[src/rtl/lane_pair_stim_check.sv]
// Stimulus/response checker for a two-lane XOR datapath: drives LFSR-derived operands,
// compares the returned lanes after a fixed latency and reports error count / first failure.
module lane_pair_stim_check #(
    parameter int unsigned        LFSR_W      = 16,
    parameter logic [LFSR_W-1:0]  SEED        = LFSR_W'(16'hACE1),
    parameter logic [LFSR_W-1:0]  TAPS        = LFSR_W'(16'hB400),
    parameter int unsigned        NUM_VECTORS = 256,
    parameter int unsigned        LAT         = 0,
    parameter int unsigned        CNT_W       = 16,
    parameter int unsigned        IDX_W       = 16
) (
    input  logic             clk,
    input  logic             rst,
    input  logic             start,
    output logic             u0,
    output logic             v0,
    output logic             u1,
    output logic             v1,
    input  logic             w0,
    input  logic             w1,
    output logic             busy,
    output logic             done,
    output logic             pass,
    output logic [CNT_W-1:0] err_count,
    output logic [IDX_W-1:0] first_err_idx
);

    localparam int unsigned DRAIN_W = 3;
    localparam int unsigned PIPE_W  = IDX_W + 3;

    typedef enum logic [1:0] {
        S_IDLE,
        S_RUN,
        S_DRAIN,
        S_DONE
    } state_t;

    state_t              state_q;
    state_t              state_d;
    logic                start_acc;
    logic [LFSR_W-1:0]   lfsr_q;
    logic [IDX_W-1:0]    idx_q;
    logic [DRAIN_W-1:0]  drain_q;
    logic [PIPE_W-1:0]   pipe_q [LAT+1];
    logic                last_vec;
    logic                drain_end;
    logic                mism;
    logic [PIPE_W-1:0]   cmp;
    logic [CNT_W-1:0]    err_d;
    logic [IDX_W-1:0]    first_d;

    assign last_vec  = (idx_q == IDX_W'(NUM_VECTORS - 1));
    assign drain_end = (drain_q == DRAIN_W'(LAT - 1));

    // Entry layout: {valid, vector index, exp1, exp0}; the last stage is the one compared.
    assign cmp  = pipe_q[LAT];
    assign mism = cmp[PIPE_W-1] && ({w1, w0} != cmp[1:0]);

    // Next-state logic; start is honoured in IDLE, or in DONE once done is visible.
    always_comb begin
        state_d   = state_q;
        start_acc = 1'b0;
        case (state_q)
            S_IDLE: begin
                if (start) begin
                    state_d   = S_RUN;
                    start_acc = 1'b1;
                end
            end
            S_RUN: begin
                if (last_vec) begin
                    state_d = (LAT > 0) ? S_DRAIN : S_DONE;
                end
            end
            S_DRAIN: begin
                if (drain_end) begin
                    state_d = S_DONE;
                end
            end
            S_DONE: begin
                if (start && done) begin
                    state_d   = S_RUN;
                    start_acc = 1'b1;
                end
            end
            default: state_d = S_IDLE;
        endcase
    end

    always_ff @(posedge clk or posedge rst) begin
        if (rst) begin
            state_q <= S_IDLE;
        end else begin
            state_q <= state_d;
        end
    end

    // Result accumulation after this edge's compare.
    always_comb begin
        err_d   = err_count;
        first_d = first_err_idx;
        if (start_acc) begin
            err_d   = '0;
            first_d = '1;
        end else if (mism) begin
            if (err_count != '1) begin
                err_d = err_count + CNT_W'(1);
            end
            if (first_err_idx == '1) begin
                first_d = cmp[PIPE_W-2:2];
            end
        end
    end

    // Stimulus generation, compare delay line and status registers.
    always_ff @(posedge clk or posedge rst) begin
        if (rst) begin
            lfsr_q        <= SEED;
            idx_q         <= '0;
            drain_q       <= '0;
            {v1, u1, v0, u0} <= 4'b0000;
            busy          <= 1'b0;
            done          <= 1'b0;
            pass          <= 1'b0;
            err_count     <= '0;
            first_err_idx <= '1;
            for (int unsigned i = 0; i <= LAT; i++) begin
                pipe_q[i] <= '0;
            end
        end else begin
            if (start_acc) begin
                lfsr_q <= SEED;
                idx_q  <= '0;
            end else if (state_q == S_RUN) begin
                lfsr_q <= (lfsr_q >> 1) ^ (lfsr_q[0] ? TAPS : '0);
                idx_q  <= idx_q + IDX_W'(1);
                {v1, u1, v0, u0} <= lfsr_q[3:0];
            end
            drain_q <= (state_q == S_DRAIN) ? drain_q + DRAIN_W'(1) : '0;
            pipe_q[0] <= {(state_q == S_RUN), idx_q,
                          lfsr_q[2] ^ lfsr_q[3], lfsr_q[0] ^ lfsr_q[1]};
            for (int unsigned i = 1; i <= LAT; i++) begin
                pipe_q[i] <= pipe_q[i-1];
            end
            busy          <= (state_q == S_RUN) || (state_q == S_DRAIN);
            done          <= (state_q == S_DONE) && !start_acc;
            pass          <= (state_q == S_DONE) && !start_acc && (err_d == '0);
            err_count     <= err_d;
            first_err_idx <= first_d;
        end
    end

endmodule

[config.mk]
export PLATFORM = sky130hd
export DESIGN_NAME = lane_pair_stim_check
export DESIGN_NICKNAME = d
export VERILOG_FILES = /design/src/rtl/lane_pair_stim_check.sv
export SDC_FILE = /design/constraint.sdc
export NUM_CORES = 1
export LEC_CHECK = 0
export BUFFER_PORTS_ARGS = -buffer_cell sky130_fd_sc_hd__buf_2
export CAP_MARGIN = 20
export CELL_PAD_IN_SITES_DETAIL_PLACEMENT = 1
export CELL_PAD_IN_SITES_GLOBAL_PLACEMENT = 1
export CORE_UTILIZATION = 46
export CTS_CLUSTER_SIZE = 16
export DETAILED_ROUTE_END_ITERATION = 10
export PLACE_DENSITY_LB_ADDON = 0.1
export SETUP_SLACK_MARGIN = 0.05
export SYNTH_ARGS = -nofsm -noshare
export SYNTH_HDL_FRONTEND = slang
export SYNTH_SLANG_ARGS = --single-unit
[constraint.sdc]
create_clock -name clk -period 3.5 [get_ports clk]
set_input_delay 0.35 -clock clk [delete_from_list [all_inputs] [get_ports clk]]
set_output_delay 0.35 -clock clk [all_outputs]
set_load 0.02 [all_outputs]
======== Word-level counts from Yosys, hierarchy flattened ========
Cells that the tools add are included.
storage, ports and cells
  RAM bits ................................ 0
  bits in registers ....................... 95
  bits in read-only memories .............. 0
  output and inout bits ................... 39
  latch bits .............................. 0
  memories kept ........................... 0
operators by class
  reduce and logical (&&, ||, !) cells .... 14
  $add $sub $neg .......................... 3
  $mul .................................... 0
  bitwise gates (word level) .............. 4
  order comparisons ....................... 0
  mux-type cells .......................... 20
  divide/modulo/power cells ............... 0
  shift operators ......................... 0
  equality and inequality tests ........... 12
operators by type and width
  cell                                                               count
  16-bit 2-to-1 mux                                                  11
  16-bit by 1-bit adder with 16-bit output (second input constant)   2
  16-bit == test (second input constant)                             1
  16-bit by 8-bit == test with 1-bit output (second input constant)  1
  16-bit logical NOT                                                 1
  16-bit != test (second input constant)                             1
  15-bit by 16-bit bitwise XOR with 16-bit output                    1
  2-bit 2-to-1 mux                                                   4
  2-bit != test (second input constant)                              4
  2-bit case mux with 4 select lines                                 1
  2-bit nonzero test                                                 3
  2-bit == test (second input constant)                              2
  1-bit logical AND                                                  4
  2-bit AND reduction                                                2
  4-bit AND reduction                                                1
  3-bit by 1-bit adder with 3-bit output (second input constant)     1
  3-bit == test (second input constant)                              1
  3-bit 2-to-1 mux                                                   1
  2-bit by 1-bit == test with 1-bit output (second input constant)   1
  2-bit logical NOT                                                  1
  1-bit 2-to-1 mux                                                   2
  2-bit != test                                                      1
  1-bit case mux with 2 select lines                                 1
  1-bit bitwise XOR                                                  2
  3 further kinds                                                    3

======== Logic depth before layout (Yosys ltp) ========
Gate-level depths: netlist of the first run.
  word-level depth ........................ 6
  mapped depth ............................ 9

======== Worst setup path before layout of the first run ========
OpenSTA, ideal clock, no wires.
  path type ............................... register to register
  from .................................... reg err_count[0]
  to ...................................... reg pass
  clock period less this slack ............ 2.243 ns
  data required time ...................... 3.404 ns
  setup slack ............................. 1.257 ns
  data arrival time ....................... 2.147 ns
  stages on the path, launching flop included .. 8
  path buffers ............................ 0
  cell sequence ........................... dfrtp_1 -> ha_1 -> and3_1 -> o2111ai_4 -> o31a_1 -> o41ai_2 -> o211ai_1 -> nor4_2
on the way
  cells in the longest elaborated chain, start to end .. 6
  elaborated cells on any way between the ends .. 7
  those cells by class .................... add/sub: 1; eq/ne: 1; mux: 3; reduce/logical: 2
ends and longest elaborated chain
  what                                                                               RTL line  text
  start, declared                                                                    24        output logic [CNT_W-1:0] err_count,
  start signal, assigned                                                             148       err_count <= err_d;
  16-bit by 1-bit adder with 16-bit output / 16-bit != test (equally long branches)  107, 106
  16-bit 2-to-1 mux                                                                  106       if (err_count != '1) begin
  16-bit 2-to-1 mux (*)                                                              105       end else if (mism) begin
  16-bit 2-to-1 mux (*)                                                              102       if (start_acc) begin
  16-bit logical NOT (*)                                                             147       pass <= (state_q == S_DONE) && !start_acc && (err_d == '0);
  1-bit logical AND (*)                                                              147
  end signal, assigned                                                               147
  end, declared                                                                      23        output logic pass,
Mark *: on every way between the ends. The rest lies on a longest branch, timed or not.
A chain may end at the register's enable or synchronous reset.

======== Worst setup path in the final report of the first run ========
  from .................................... reg err_count[8]
  to ...................................... reg pass
Same word-level chain as after synthesis.

==> summary.md, run 1 <==
| Metric | Value |
|---|---|
| Outcome | `finished, final reports clean` |
| Library cell used as clock root buffer | `clkbuf_8` |
| Synth-to-layout area growth | `12.3%` |
| Final setup skew | `0.0149 ns` |
| Met3 GRT Util | `3.38%` |
| Net Count, Synth | `399` |
| Sequential fraction of the synthesis area | `57.6%` |
| Wire length per cell | `16.5 um` |
| Mux share of post-synthesis cell area | `2.64%` |
| Worst-path fanout max | `11` |
| P per Cell Area | `831 nW/um^2` |
| Placeable core region | `8760 um^2` |
| Layout fillers | `968` |
| Synth Area per Inst | `10.8 um^2` |
| Final critical-path share of the clock period | `76.7%` |
| Final weighted congestion in routability-driven placement | `0.764` |
| Global route overflow | `0` |
| Final critical delay including setup and external delays | `2.68 ns` |
| Number of synthesized flops with an enable pin | `0` |
| Worst VDD drop | `0.382 mV` |
| Post-CTS setup repair buffer count | `0` |
| Required time at the worst-slack endpoint | `3.77 ns` |
| Met2 Usage GRT | `32.3%` |
| Most Crowded Layer GR | `met2` |
| Adder-cell area share of the yosys netlist | `2.40%` |
| Number of maximum-capacitance constraint violations | `0` |
| Worst setup slack before clock tree synthesis | `0.826 ns` |
| DRC viols | `0` |
| Via count | `2964` |
| Cell Rows | `34` |
| Clock sinks | `95` |
| ANT nets after route | `0` |
| TritonCTS clock tree | `built` |
| Top FF cell, synth | `dfrtp_1` |
| Diodes inserted | `0` |
| Post-synthesis cell type count | `51` |
| DP Wirelength | `6.05 mm` |
| Final Max Tran Viols | `0` |
| Number of failing setup endpoints in the final timing report | `0` |
| Mapped cell area | `4180 um^2` |
| Proportion of layout cells with a drive suffix above 1 | `24.1%` |
| Hold-fix buffer count after cts | `0` |
| Maximum number of buffers from clock root to sink | `2` |
| Gr usage total | `20.3%` |
| Horizontal die dimension | `97.3 um` |
| Yosys warnings | `0` |
| Worst skew pair latency | `0.36 ns` |
| Vertical die dimension | `97.3 um` |
| First-pass GRT wire length | `15.2 mm` |
| Largest family of logic cells by synthesized area | `simple AND/OR/NAND/NOR gates` |
| Via count of the first global-routing pass | `3019` |
| Antenna violations before repair | `0` |
| Number of DRC violations after detailed-routing iteration 0 | `172` |
| Slew at the pin closest to its max-slew limit | `0.730 ns` |
| Worst setup path class | `flip-flop to flip-flop` |
| Gate count of the mapped netlist | `386` |
| Nature of the critical path endpoint | `flip-flop` |
| Worst slew margin relative to its limit | `51.3%` |
| Setup repair after global routing missed its margin | `false` |
| DRT Wirelength | `8.94 mm` |
| Port Buffers | `43` |
| Setup crit start kind | `flip-flop` |
| Maximum number of pins on one net before global-route repair | `66` |
| Setup TNS | `0 ns` |
| Worst hold-check path type | `input pin to async pin` |
| Met1 global-route usage | `28.5%` |
| Simple-Gate Fraction of Synth Area | `18.3%` |
| Final number of hold-violating endpoints | `0` |
| Final net count | `440` |
| Clock H-tree levels | `3` |
| Compound-cell area share of the yosys netlist | `10.0%` |
| Clock slew at the register clock pins of the worst setup and hold paths | `0.11 ns` |
| Post-CTS Resized | `0` |
| Register bit count reported by yosys | `95` |
| Die area | `9470 um^2` |
| DRT Pass-1 Iters | `4` |
| Number of vias per cell after detailed routing | `5.49` |
| Worst setup margin | `0.816 ns` |
| Starting utilization of the core area | `47.7%` |
| Area share of xor/xnor cells in the synthesized design | `6.23%` |
| Number of top-level pins | `44` |
| Data arrival time of the critical path | `2.95 ns` |
| Num CTS Buffers | `9` |
| Reported leakage power | `2.13 nW` |
| Maximum clock rate | `373 MHz` |
| Share of synthesized registers carrying an async set or reset | `100%` |
cells in the mapped netlist, drive strengths merged, types with 2 or more instances:
library cell / instances / area [um^2]
a21oi: 10 / 50.1
nor4: 8 / 62.6
dfstp: 24 / 631
and3: 5 / 32.5
dfrtp: 71 / 1780
nand4: 14 / 87.6
o2111ai: 2 / 41.3
and2: 2 / 12.5
or3: 2 / 12.5
mux2i: 11 / 110
nor2: 39 / 146
or2: 3 / 18.8
o21a: 6 / 46.3
ha: 8 / 100
nor3b: 3 / 22.5
xor2: 16 / 155
o21ai: 30 / 154
nor3: 10 / 50.1
nand3: 11 / 55.1
buf: 4 / 27.5
inv: 12 / 45.0
clkbuf: 12 / 46.3
nand2b: 6 / 37.5
nor2b: 2 / 12.5
nand2: 44 / 165
and4: 2 / 20.0
xnor2: 12 / 105
o31a: 2 / 17.5
o211ai: 3 / 22.5
a211oi: 2 / 15.0
sequential cells by signal (all words and copies together), names as in the netlist:
register / count
state_q: 2
done: 1
idx_q: 16
v0: 1
first_err_idx: 16
u0: 1
cmp: 19
v1: 1
busy: 1
drain_q: 3
lfsr_q: 16
u1: 1
pass: 1
err_count: 16
worst paths after layout:
check | startpoint | slack, ns | endpoint | cells past startpoint
hold reg to reg | drain_q[0] | 0.44 | drain_q[0] | 1
setup / recovery | err_count[8] | 0.82 | pass | 6
hold / removal | rst | 0.03 | cmp[9] | 2
min in group clk | drain_q[0] | 0.44 | drain_q[0] | 1
max in group asynchronous | rst | 2.69 | lfsr_q[11] | 3
setup reg to reg | err_count[8] | 0.82 | pass | 6
power by group:
group	internal [mW]	total, mW	switching, mW
combinational	0.501	1.26	0.758
clock	0.284	0.717	0.433
sequential	1.59	1.93	0.341
layer usage:
layer / vias up / wire length, um
li1: 1413 / -
met1: 1484 / 4330
met2: 56 / 4230
met3: 11 / 280
met4: 0 / 90
met5: - / 0
placed cells by master (no fill, tap or decap), drive strengths merged, types with 11 or more instances in the layout:
| master | netlist | layout |
|---|---|---|
| inv | 12 | 16 |
| buf | 4 | 46 |
| nand4 | 14 | 14 |
| mux2i | 11 | 11 |
| dfstp | 24 | 24 |
| dfrtp | 71 | 71 |
| xor2 | 16 | 16 |
| nor2 | 39 | 39 |
| nand3 | 11 | 11 |
| o21ai | 30 | 30 |
| xnor2 | 12 | 12 |
| nand2 | 44 | 44 |
critical path, stage by stage, from the launching register on:
cell       delay, ns
dfrtp_1         0.47
nand4_1         0.43
nor4_2          0.77
o21ai_0         0.21
a2111oi_2       0.39
o211ai_1        0.18
nor4_2          0.16
logic make-up after synthesis:
family	count (synthesis)
mux	11
fa+ha+maj	8
flops	95
xor+xnor	28
simple gates	154
buf+inv	28
compound gates	62
through the flow:
stage          hold WS (ns)  instance area [um^2]  util (%)  std cells  power (mW)
6_report             0.0256                  4690      53.6        540        3.90
5_1_grt              0.0466                  4690      53.6        540        4.19
4_1_cts              0.0225                  4690      53.6        540        3.97
3_5_place_dp          0.423                  4500      51.3        524        3.23
3_3_place_gp          0.421                  4500      51.3        524        3.16
2_1_floorplan         0.392                  4180         -        386        2.81
layout make-up:
type	instances	area (um^2)	share of cell area (%)
clock buffer	9	124	2.64
clock inverter	7	73.8	1.57
inverter	12	46.3	0.986
multi-input combinational	263	1660	35.3
sequential	95	2410	51.3
tap	108	135	2.88
timing repair buffer	46	250	5.33
Note: power is estimated with default switching activity, not from simulation.
==> inputs of run 2 (changes only) <==
- clock period: 3.5 -> 2.49 ns (I/O delays scaled with it)
==> summary.md, run 2 (synthesis results as in run 1) <==
| Metric | Value |
|---|---|
| Number of placed instances, taps included | `535 (+2.1%)` |
| Most Crowded Layer GR | `met2` |
| Final net count | `455 (+3.4%)` |
| P per Cell Area | `1160 nW/um^2 (+39%)` |
| Commonest non-fill, non-tap cell in the layout | `dfrtp_1` |
| Endpoint of the worst register-to-register path | `pass` |
| Placement-stage cell area | `4590 um^2 (+2.2%)` |
| Number of failing setup endpoints in the final timing report | `0 (unchanged)` |
| Maximum clock rate | `440 MHz (+18%)` |
| Worst-path fanout max | `7 (-4)` |
| Area of the multi-input gates | `1670 um^2 (+0.68%)` |
| Post-route non-filler standard cell count | `555 (+2.8%)` |
| DRT Wirelength | `9.49 mm (+6.2%)` |
| Clock slew at the register clock pins of the worst setup and hold paths | `0.10 ns (about the same)` |
| Final Max Tran Viols | `0 (unchanged)` |
| Final setup skew | `0.0140 ns (-0.000930 ns)` |
| Data arrival time of the critical path | `2.55 ns (-0.40 ns)` |
| DP Wirelength | `6.62 mm (+9.4%)` |
| Worst VDD drop | `0.589 mV (+54%)` |
| Required time at the worst-slack endpoint | `2.77 ns (-1.00 ns)` |
| Wire length per cell | `17.1 um (+3.3%)` |
| Number of flip-flops in the largest register | `19 (unchanged)` |
| Slew at the pin closest to its max-slew limit | `0.633 ns (-0.0971 ns)` |
| Setup slack of the worst register-to-register path | `0.21 ns (-0.60 ns)` |
| Switching Power | `2.17 mW (+42%)` |
| Nature of the critical path endpoint | `flip-flop` |
| Num CTS Buffers | `9 (unchanged)` |
| Port Buffers | `43 (unchanged)` |
| Fraction of power consumed by the clock network | `19.7% (+1.3 points)` |
| Setup crit start kind | `flip-flop` |
| Maximum number of buffers from clock root to sink | `2 (unchanged)` |
| Worst skew pair latency | `0.37 ns (about the same)` |
| DRC viols | `0 (unchanged)` |
| Launching element of the worst setup path | `err_count[4]` |
| Placeable core region | `8760 um^2 (unchanged)` |
| Met3 GRT Util | `4.53% (+1.2 points)` |
| Setup TNS | `0 ns (unchanged)` |
| Met1 global-route usage | `30.2% (+1.7 points)` |
| Horizontal die dimension | `97.3 um (unchanged)` |
| Layout fillers | `965 (-0.31%)` |
| Area taken by flip-flops and latches | `2410 um^2 (about the same)` |
| Logic pwr share | `32.0% (-0.3 points)` |
| Share of power burned in registers | `48.3% (-1.1 points)` |
| TritonCTS clock tree | `built` |
| Synth-to-layout area growth | `16.3%` |
| Clock sinks | `95 (unchanged)` |
| Maximum cell stage delay along the critical path | `0.51 ns (-0.26 ns)` |
| Via count | `3041 (+2.6%)` |
| Worst-case reg-to-reg path depth | `6 (unchanged)` |
| Worst setup path class | `flip-flop to flip-flop` |
| Number of DRC violations after detailed-routing iteration 0 | `136 (-21%)` |
| Net switching share of the total power | `38.6% (-0.67 points)` |
| DRT Pass-1 Iters | `4 (unchanged)` |
| Antenna violations before repair | `0 (unchanged)` |
| Vertical die dimension | `97.3 um (unchanged)` |
| Final critical-path share of the clock period | `91.4% (+15 points)` |
| Cell with the biggest individual delay on the critical path | `dfrtp_1` |
| Final weighted congestion in routability-driven placement | `0.787 (+2.9%)` |
| Via count of the first global-routing pass | `3167 (+4.9%)` |
| Setup repair after global routing missed its margin | `false` |
| Maximum number of pins on one net before global-route repair | `42 (-36%)` |
| Number of maximum-capacitance constraint violations | `0 (unchanged)` |
| Cell Rows | `34 (unchanged)` |
| Outcome | `finished, final reports clean` |
| Library cell used as clock root buffer | `clkbuf_8` |
| ANT nets after route | `0 (unchanged)` |
| Number of vias per cell after detailed routing | `5.48 (-0.18%)` |
| Finished layout cell area | `4860 um^2 (+3.5%)` |
| Final critical delay including setup and external delays | `2.28 ns (-0.409 ns)` |
| Starting utilization of the core area | `47.7% (unchanged)` |
| Number of top-level pins | `44 (unchanged)` |
| Worst slew margin relative to its limit | `57.7% (+6.4 points)` |
| CP Cell Sequence | `and4_4 > o2111ai_2 > o31a_1 > o41ai_2 > o211ai_1 > nor4_2` |
| Met2 Usage GRT | `34.5% (+2.2 points)` |
| Diodes inserted | `0 (unchanged)` |
| Worst reg2reg startpoint | `err_count[4]` |
| Commonest cells after routing, fill and taps aside | `dfrtp_1, nand2_1, buf_2` |
| Proportion of layout cells with a drive suffix above 1 | `26.8% (+2.8 points)` |
| Worst setup path endpoint | `pass` |
| First-pass GRT wire length | `16.2 mm (+6.3%)` |
| Clock H-tree levels | `3 (unchanged)` |
| Final number of hold-violating endpoints | `0 (unchanged)` |
| Worst hold-check path type | `input pin to flip-flop` |
| Design internal power | `3.45 mW (+46%)` |
| Gr usage total | `21.8% (+1.5 points)` |
| Reported leakage power | `2.22 nW (+4.4%)` |
| Die area | `9470 um^2 (unchanged)` |
| Global route overflow | `0 (unchanged)` |
## run 2: cell types whose count changed in the layout (fill, tap and decap cells not counted)
cell,before,now
clkinv_2,1,0
ha_1,8,7
clkinvlp_4,0,1
dlygate4sd3_1,0,1
buf_12,1,2
dfrtp_2,0,1
dfrtp_1,71,70
bufinv_16,0,1
buf_4,2,15
ha_2,0,1
inv_6,3,2
nor4_4,0,1
nor4_2,2,1
## run 2: power groups by stage
stage	clock network (mW)	registers, mW	logic [mW]
floorplan	0	2.84	1.11
global placement	0	2.70	1.76
detailed placement	0	2.75	1.82
CTS	1.13	2.72	1.84
global route	1.19	2.81	2.02
finish	1.11	2.72	1.80
## run 2: repair_timing
| item | CTS | global route |
|---|---|---|
| setup buffers | 0 | 3 |
| endpoints found under the hold margin | 12 | 0 |
| hold buffers | 1 | 0 |
| gates resized for setup | 2 | 1 |
| endpoints found under the setup margin | 1 | 1 |
| pin swaps | 0 | 2 |
## run 2: cell type report
| class | count | share of cell area [%] |
|---|---|---|
| Clock inverter | 7 | 1.96 |
| Timing Repair Buffer | 61 | 7.78 |
| Tap cell | 108 | 2.78 |
| Multi-Input combinational cell | 263 | 34.3 |
| Inverter | 12 | 1.00 |
| Clock buffer | 9 | 2.55 |
| Sequential cell | 95 | 49.6 |
## run 2: how the worst min path moves through the flow
stage	to	depth (start not counted)	slack (ns)	start
6_report	state_q[1]	5	0.43	start
5_1_grt	cmp[17]	0	0.46	idx_q[15]
4_1_cts	state_q[1]	5	0.43	start
3_5_place_dp	err_count[3]	2	0.37	rst
3_3_place_gp	err_count[3]	2	0.36	rst
2_1_floorplan	cmp[9]	0	0.39	idx_q[7]
## run 2: metrics by stage
step	util [%]	worst slack (ns)	power, mW	hold slack (ns)
finish	55.4	0.215	5.63	0.431
global route	55.4	0.0717	6.02	0.458
CTS	55.2	0.0845	5.70	0.425
detailed placement	52.4	0.00364	4.57	0.368
global placement	52.4	0.200	4.46	0.358
floorplan	-	0.247	3.95	0.392
## run 2: metal layers
metal  vias to the layer above  wire, um
li1                       1445         -
met1                      1537      4550
met2                        49      4520
met3                        10       308
met4                         0       112
met5                         -         0
## run 2: worst max-delay path, delay by kind of cell, from the launching register on
kind            cells  cell delay, ns
flops               1            0.51
simple gates        2            0.57
compound gates      4            1.10
==> inputs of run 3 (changes only) <==
- CORE_MARGIN: default -> 1.5
==> summary.md, run 3 (synthesis results as in run 1) <==
| Metric | Value |
|---|---|
| Setup crit start kind | `flip-flop` |
| Worst-case reg-to-reg path depth | `7 (+1)` |
| Number of maximum-capacitance constraint violations | `0 (unchanged)` |
| DRT Wirelength | `9.36 mm (-1.4%)` |
| Area taken by flip-flops and latches | `2410 um^2 (about the same)` |
| Port Buffers | `43 (unchanged)` |
| Setup slack of the worst register-to-register path | `0.22 ns (about the same)` |
| Final net count | `449 (-1.3%)` |
| P per Cell Area | `1170 nW/um^2 (+1.3%)` |
| Diodes inserted | `0 (unchanged)` |
| Commonest cells after routing, fill and taps aside | `dfrtp_1, nand2_1, buf_2` |
| Worst hold-check path type | `input pin to async pin` |
| Horizontal die dimension | `98.3 um (+1.0%)` |
| Maximum number of pins on one net before global-route repair | `96 (+130%)` |
| Commonest non-fill, non-tap cell in the layout | `dfrtp_1` |
| Outcome | `finished with violations` |
| Cell Rows | `34 (unchanged)` |
| Starting utilization of the core area | `47.7% (unchanged)` |
| Number of vias per cell after detailed routing | `5.52 (+0.66%)` |
| First-pass GRT wire length | `15.6 mm (-3.8%)` |
| Failing checks | `hold timing` |
| Slew at the pin closest to its max-slew limit | `0.520 ns (-0.114 ns)` |
| Via count | `3028 (-0.43%)` |
| Maximum number of buffers from clock root to sink | `2 (unchanged)` |
| Worst reg2reg startpoint | `err_count[1]` |
| Layout fillers | `968 (+0.31%)` |
| Num CTS Buffers | `9 (unchanged)` |
| Worst-path fanout max | `10 (+3)` |
| Antenna violations before repair | `0 (unchanged)` |
| Proportion of layout cells with a drive suffix above 1 | `25.9% (-1.0 points)` |
| Number of DRC violations after detailed-routing iteration 0 | `151 (+11%)` |
| Maximum clock rate | `440 MHz (+0.21%)` |
| CP Cell Sequence | `ha_2 > and3_1 > o2111ai_4 > o31a_1 > o41ai_2 > o211ai_1 > nor4_2` |
| ANT nets after route | `0 (unchanged)` |
| Setup repair after global routing missed its margin | `false` |
| Nature of the critical path endpoint | `flip-flop` |
| Worst VDD drop | `0.576 mV (-2.2%)` |
| DRC viols | `0 (unchanged)` |
| Hold-fix buffer count after cts | `0 (-1)` |
| Library cell used as clock root buffer | `clkbuf_8` |
| Wire length per cell | `17.1 um (-0.28%)` |
| Final critical delay including setup and external delays | `2.27 ns (-0.00470 ns)` |
| Vertical die dimension | `98.3 um (+1.0%)` |
| Number of top-level pins | `44 (unchanged)` |
| DP Wirelength | `6.38 mm (-3.6%)` |
| Global route overflow | `0 (unchanged)` |
| Maximum cell stage delay along the critical path | `0.40 ns (-0.11 ns)` |
| Setup TNS | `0 ns (unchanged)` |
| Number of flip-flops in the largest register | `19 (unchanged)` |
| Final weighted congestion in routability-driven placement | `0.808 (+2.7%)` |
| Clock slew at the register clock pins of the worst setup and hold paths | `0.10 ns (about the same)` |
| Worst skew pair latency | `0.37 ns (about the same)` |
| Final setup skew | `0.0178 ns (+0.00380 ns)` |
| Worst setup path class | `flip-flop to flip-flop` |
| Via count of the first global-routing pass | `3105 (-2.0%)` |
| Cell with the biggest individual delay on the critical path | `dfrtp_1` |
| Final number of hold-violating endpoints | `10 (+10)` |
| Die area | `9660 um^2 (+2.1%)` |
| Clock H-tree levels | `3 (unchanged)` |
| Required time at the worst-slack endpoint | `2.77 ns (about the same)` |
| Gr usage total | `20.5% (-1.3 points)` |
| Final critical-path share of the clock period | `91.2% (-0.19 points)` |
| Worst hold margin | `-0.0180 ns (-0.449 ns)` |
| DRT Pass-1 Iters | `4 (unchanged)` |
| Final Max Tran Viols | `0 (unchanged)` |
| Synth-to-layout area growth | `15.2%` |
| Clock sinks | `95 (unchanged)` |
| TritonCTS clock tree | `built` |
| Area of the multi-input gates | `1670 um^2 (+0.15%)` |
| Placeable core region | `8760 um^2 (unchanged)` |
| Endpoint of the worst register-to-register path | `pass` |
| Number of failing setup endpoints in the final timing report | `0 (unchanged)` |
| Worst slew margin relative to its limit | `65.0% (+7.3 points)` |
| Reported leakage power | `2.19 nW (-1.3%)` |
| Data arrival time of the critical path | `2.55 ns (about the same)` |
==> run 3: cell types whose count changed in the layout (fill, tap and decap cells not counted), sizes merged <==
cell | previous run | this run
buf | 60 | 55
clkinvlp | 1 | 2
dlygate4sd3 | 1 | 0
inv | 15 | 14
==> run 3: critical path: cells and delay by family (launching register included) <==
kind | cells | cell delay (ns)
AO/OA/AOI/OAI | 4 | 1.08
adder cells (fa/ha/maj) | 1 | 0.23
AND/OR/NAND/NOR | 2 | 0.48
flip-flops | 1 | 0.40
==> run 3: what timing repair did <==
action / in CTS / in global routing
setup endpoints to repair: 0 / 1
resized for setup: 0 / 3
buffers inserted: 0 / 1
==> run 3: how the worst max path moves through the flow <==
stage / startpoint / end / slack (ns) / cells after the start
3_5_place_dp: err_count[1] / pass / 0.15 / 7
6_report: err_count[1] / pass / 0.22 / 7
2_1_floorplan: err_count[0] / pass / 0.25 / 7
5_1_grt: err_count[1] / pass / 0.06 / 7
4_1_cts: err_count[1] / pass / 0.13 / 7
3_3_place_gp: err_count[1] / pass / 0.27 / 7
==> run 3: through the flow <==
| step | total power, mW | cells | area [um^2] | setup slack, ns | util [%] |
|---|---|---|---|---|---|
| finish | 5.65 | 549 | 4810 | 0.220 | 54.9 |
| CTS | 5.72 | 548 | 4790 | 0.131 | 54.7 |
| global route | 6.03 | 549 | 4810 | 0.0622 | 54.9 |
| floorplan | 3.95 | 386 | 4180 | 0.247 | - |
| global placement | 4.47 | 532 | 4570 | 0.270 | 52.2 |
| detailed placement | 4.59 | 532 | 4570 | 0.151 | 52.2 |
==> run 3: layout make-up <==
cell class	instances	share of cell area (%)
Inverter	12	1.01
Clock inverter	7	2.00
Tap cell	108	2.81
Clock buffer	9	2.57
Timing Repair Buffer	55	6.86
Sequential cell	95	50.0
Multi-Input combinational cell	263	34.7
==> run 3: power breakdown <==
part	switching (mW)	leakage [nW]	internal (mW)
Sequential	0.477	1.17	2.23
Combinational	1.10	0.919	0.738
Clock	0.607	0.108	0.495
Total	2.18	2.19	3.46
==> run 3: layer usage <==
metal | wire [um] | up-vias | track usage [%]
met5 | 0 | - | 0
met1 | 4360 | 1516 | 28.5
li1 | - | 1432 | -
met3 | 392 | 14 | 3.65
met4 | 158 | 0 | 7.91
met2 | 4450 | 66 | 32.1
